===== src/rtl/writeback_router_pkg.sv =====
// Shared constants for the writeback router: lane width, op codes (common
// with the forward operand chooser) and the capture/commit FSM states.
package writeback_router_pkg;

  localparam int unsigned WIDTH = 8;

  localparam logic [1:0] OP_ZERO = 2'b00;
  localparam logic [1:0] OP_DT   = 2'b01;
  localparam logic [1:0] OP_YZAB = 2'b10;
  localparam logic [1:0] OP_XZAB = 2'b11;

  typedef enum logic [1:0] {
    ST_IDLE   = 2'b00,
    ST_CAPT   = 2'b01,
    ST_COMMIT = 2'b10
  } state_e;

endpackage


===== src/rtl/writeback_permute.sv =====
// Combinational inverse map from result lanes a/b/c back onto x/y/z.
module writeback_permute
  import writeback_router_pkg::*;
#(
  parameter int unsigned WIDTH = writeback_router_pkg::WIDTH
) (
  input  logic [1:0]       op_i,
  input  logic [WIDTH-1:0] a_i,
  input  logic [WIDTH-1:0] b_i,
  input  logic [WIDTH-1:0] c_i,
  output logic [WIDTH-1:0] nx_o,
  output logic [WIDTH-1:0] ny_o,
  output logic [WIDTH-1:0] nz_o
);

  always_comb begin
    nx_o = '0;
    ny_o = '0;
    nz_o = '0;
    case (op_i)
      OP_DT: begin
        nx_o = a_i;
        ny_o = b_i;
        nz_o = c_i;
      end
      OP_YZAB: begin
        ny_o = a_i;
        nz_o = b_i;
        nx_o = c_i;
      end
      OP_XZAB: begin
        nx_o = a_i;
        nz_o = b_i;
        ny_o = c_i;
      end
      default: begin
        nx_o = '0;
        ny_o = '0;
        nz_o = '0;
      end
    endcase
  end

endmodule


===== src/rtl/writeback_router.sv =====
// Writeback router: valid/ready capture of a/b/c results, inverse permute,
// then commit onto architectural x/y/z registers (IDLE -> CAPT -> COMMIT).
module writeback_router
  import writeback_router_pkg::*;
#(
  parameter int unsigned WIDTH = writeback_router_pkg::WIDTH
) (
  input  logic             clk,
  input  logic             rst_n,
  input  logic             in_valid,
  output logic             in_ready,
  input  logic [1:0]       op,
  input  logic [WIDTH-1:0] a,
  input  logic [WIDTH-1:0] b,
  input  logic [WIDTH-1:0] c,
  output logic [WIDTH-1:0] x,
  output logic [WIDTH-1:0] y,
  output logic [WIDTH-1:0] z,
  output logic             done,
  output logic             busy
);

  state_e           state_q, state_d;
  logic [1:0]       hop_q, hop_d;
  logic [WIDTH-1:0] ha_q, ha_d, hb_q, hb_d, hc_q, hc_d;
  logic [WIDTH-1:0] nx_q, nx_d, ny_q, ny_d, nz_q, nz_d;
  logic [WIDTH-1:0] x_q, x_d, y_q, y_d, z_q, z_d;
  logic             done_q, done_d;
  logic             busy_q, busy_d;
  logic [WIDTH-1:0] px, py, pz;

  writeback_permute #(.WIDTH(WIDTH)) u_permute (
    .op_i (hop_q),
    .a_i  (ha_q),
    .b_i  (hb_q),
    .c_i  (hc_q),
    .nx_o (px),
    .ny_o (py),
    .nz_o (pz)
  );

  assign in_ready = (state_q == ST_IDLE);

  always_comb begin
    state_d = state_q;
    hop_d   = hop_q;
    ha_d    = ha_q;
    hb_d    = hb_q;
    hc_d    = hc_q;
    nx_d    = nx_q;
    ny_d    = ny_q;
    nz_d    = nz_q;
    x_d     = x_q;
    y_d     = y_q;
    z_d     = z_q;
    done_d  = 1'b0;
    case (state_q)
      ST_IDLE: begin
        if (in_valid) begin
          hop_d   = op;
          ha_d    = a;
          hb_d    = b;
          hc_d    = c;
          state_d = ST_CAPT;
        end
      end
      ST_CAPT: begin
        nx_d    = px;
        ny_d    = py;
        nz_d    = pz;
        state_d = ST_COMMIT;
      end
      ST_COMMIT: begin
        x_d     = nx_q;
        y_d     = ny_q;
        z_d     = nz_q;
        done_d  = 1'b1;
        state_d = ST_IDLE;
      end
      default: state_d = ST_IDLE;
    endcase
    // Registered so busy tracks state_q exactly without a combinational path.
    busy_d = (state_d != ST_IDLE);
  end

  always_ff @(posedge clk or negedge rst_n) begin
    if (!rst_n) begin
      state_q <= ST_IDLE;
      hop_q   <= '0;
      ha_q    <= '0;
      hb_q    <= '0;
      hc_q    <= '0;
      nx_q    <= '0;
      ny_q    <= '0;
      nz_q    <= '0;
      x_q     <= '0;
      y_q     <= '0;
      z_q     <= '0;
      done_q  <= 1'b0;
      busy_q  <= 1'b0;
    end else begin
      state_q <= state_d;
      hop_q   <= hop_d;
      ha_q    <= ha_d;
      hb_q    <= hb_d;
      hc_q    <= hc_d;
      nx_q    <= nx_d;
      ny_q    <= ny_d;
      nz_q    <= nz_d;
      x_q     <= x_d;
      y_q     <= y_d;
      z_q     <= z_d;
      done_q  <= done_d;
      busy_q  <= busy_d;
    end
  end

  assign x    = x_q;
  assign y    = y_q;
  assign z    = z_q;
  assign done = done_q;
  assign busy = busy_q;

endmodule


===== config.mk =====
export PLATFORM = sky130hd
export DESIGN_NAME = writeback_router
export DESIGN_NICKNAME = d
export VERILOG_FILES = /design/src/rtl/writeback_router_pkg.sv /design/src/rtl/writeback_permute.sv /design/src/rtl/writeback_router.sv
export SDC_FILE = /design/constraint.sdc
export NUM_CORES = 1
export LEC_CHECK = 0
export CORE_MARGIN = 1.5
export CORE_UTILIZATION = 40
export DETAILED_ROUTE_END_ITERATION = 6
export MAX_ROUTING_LAYER = met4
export PLACE_DENSITY = 0.69
export SYNTH_ARGS = -nofsm -noshare
export SYNTH_HDL_FRONTEND = slang
export SYNTH_HIERARCHICAL = 1
export SYNTH_SLANG_ARGS = --single-unit

===== constraint.sdc =====
create_clock -name clk -period 2.15 [get_ports clk]
set_input_delay 0.5375 -clock clk [delete_from_list [all_inputs] [get_ports clk]]
set_output_delay 0.5375 -clock clk [all_outputs]
set_load 0.005 [all_outputs]

==> results.cfg <==
[timing]
drv_slew = 0
hold_viol = 0
min_period_ps = 1951
min_period_over_period_pct = 90.75
setup-tns-final_ps = 0
worst_pin_slew_ps = 765.1
fmax_mhz = 512.5
fin_worst_skew_ps = 6.198
finalSetupViolations = 0
slew_headroom_pct = 48.89
grt_setup_unrepaired = no

[routing]
via_per_inst = 4.839
wl_per_cell_um = 15.12
routed_wirelength_mm = 6.003
drc = 0
drtAntennaViolNets = 0
drtIter0Drc = 81
route.vias.total = 1921
first_pass_iters = 4

[synthesis]
synth_top_area_cell = dfrtp_1
synth_seq_cells = 78
yosysSeqAreaShare_pct = 55.16
synth.distinct_cells = 17
avgSynthCellArea_um2 = 15.59
yosys.area_share.adder_pct = 0
yosys-top-cells-area = dfrtp_1 (55%), mux2_4 (18%), mux2_2 (12%)
synth_mux_area_share_pct = 30.66
syn-num-nets = 256
yosysTopAreaCellShare_pct = 55.16
synth_cells = 227
synth_xor_area_share_pct = 0
synth_top_family_by_area = multiplexers
synth-simple-area-share_pct = 3.076
yosysWarningCount = 6
syn_area_mm2 = 0.003538
synth-compound-area-share_pct = 5.092

[clock_network]
cts_resized = 0
clock-sinks = 78
numCtsBuffers = 9
hold_buffers = 0
cts_tree = built
htreeDepth = 3
post_cts_buffers = 0
clock_latency_ps = 340
cts_root_buf = clkbuf_8
path_clk_slew_ps = 80
clock_tree.buffer_depth = 2

[die]
die_h_um = 97.06
num_rows = 34
start_util_pct = 40.97
coreArea_mm2 = 0.008636
dieWidth_um = 97.06
ios = 56
dieArea_mm2 = 0.009420

[layout]
layout_common_cells = dfrtp_1 (78), clkdlybuf4s50_1 (54), mux2_4 (43), mux2_2 (39)
finalInstanceArea_mm2 = 0.004353
utilization_pct = 50.41
antenna_cells = 0
area_delta_synth_final_pct = 23.02
drive_above_1_share_pct = 37.37
layout_commonest_cell = dfrtp_1
fin_nets = 313

[power_and_ir_drop]
p_total_mw = 5.432
peakVddDrop_mv = 0.4561
leakagePower_nw = 2.021
powerDensity_mw_per_mm2 = 1248

[setup_path]
end_kind = output pin
worstSetupPathType = reg2out
worst-path-buf-inv = 1
cp-start-kind = flip-flop
path_cells = nor2_1, clkdlybuf4s50_1
critPathMaxFanout = 5
cp_slowest_cell = clkdlybuf4s50_1
critPathTopFamily = buffers and inverters
cpPeakStageDelay_ps = 500
r2r_slack_ps = 430
arrival_ps = 1410
critical_path_required_ps = 1610

[global_routing]
track_usage_pct = 14.46
grt_max_degree = 37
overflow = 0
antenna_found_initial = 0
grt_pass1_wl_mm = 10.13
grt_pass1_vias = 2009

[worst_hold_path]
worst_hold_path_type = in2async

[run]
maxCapViolCount = 0

[status]
status = finished, final reports clean

[place]
post_dp_cell_area_mm2 = 0.004138
io_buffer_count = 55
dp_hpwl_mm = 4.231
gp_congestion = 0.7422
-- metrics by stage --
| step | hold slack (ps) | setup WS, ps | cells |
|---|---|---|---|
| finish | 18.29 | 198.9 | 397 |
| detailed placement | 389.7 | 187.1 | 381 |
| floorplan | 241.9 | 697.8 | 227 |
| CTS | 10.56 | 176.3 | 397 |
| global placement | 386.7 | 201.0 | 381 |
| global route | 7.674 | 130.4 | 397 |
-- worst paths after layout --
| path | to | start | cells past startpoint |
|---|---|---|---|
| setup / recovery | in_ready | state_q[1] | 2 |
| hold reg to reg | y[4] | ny_q[4] | 1 |
| min in group clk | y[4] | ny_q[4] | 1 |
| setup reg to reg | ny_q[7] | hop_q[0] | 4 |
| hold / removal | z[3] | rst_n | 1 |
| max in group asynchronous | hb_q[6] | rst_n | 2 |
-- kinds of logic (layout without fill, tap and decap cells) --
kind of cell,count (synthesis),count (layout)
AOI/OAI and AO/OA,24,24
and+or+nand+nor,24,24
DFF,78,78
buffers and inverters,19,81
muxes,82,82
-- worst register-to-register path: cells and delay by family (launching register included) --
kind | cells | cell delay (ps)
AND/OR/NAND/NOR | 1 | 660
flip-flops | 1 | 350
AO/OA/AOI/OAI | 1 | 270
buffers and inverters | 1 | 240
multiplexers | 1 | 140
-- synth_stat cells --
cell type / instances
buf_12: 5
nand2b_1: 2
nor2b_1: 2
nand2_1: 16
buf_4: 1
dfrtp_1: 78
buf_8: 2
nor3b_2: 1
buf_6: 4
buf_2: 3
nor2_1: 3
a22o_1: 16
clkbuf_1: 2
mux2_2: 39
o21ai_0: 8
inv_1: 2
mux2_4: 43
-- registers in the layout, indices dropped and copies added (netlist names) --
name     cells
nx_q         8
hc_q         8
nz_q         8
hb_q         8
hop_q        2
state_q      2
y            8
x            8
ha_q         8
done         1
ny_q         8
busy         1
z            8
-- per-layer routing --
| layer | global-route usage (%) | up-vias | share of wire (%) |
|---|---|---|---|
| li1 | - | 920 | - |
| met1 | 18.13 | 950 | 46 |
| met2 | 22.70 | 42 | 49 |
| met3 | 2.662 | 9 | 3.1 |
| met4 | 7.023 | 0 | 1.9 |
| met5 | - | - | 0 |
-- area by class of cell --
cell class	instances	area (µm²)
inverters	2	7.507
multi-input cells	130	1385
clock buffers	12	145.1
fillers	753	4283
clock inverters	4	70.07
well taps	108	135.1
flip-flops and latches	78	1952
repair buffers	63	658.1
-- report_power, final --
group | total, mW | internal, mW | switching (mW)
combinational | 1.86 | 1.32 | 0.536
clock | 1.18 | 0.683 | 0.495
sequential | 2.39 | 2.03 | 0.370
(Power assumes the default switching activity.)
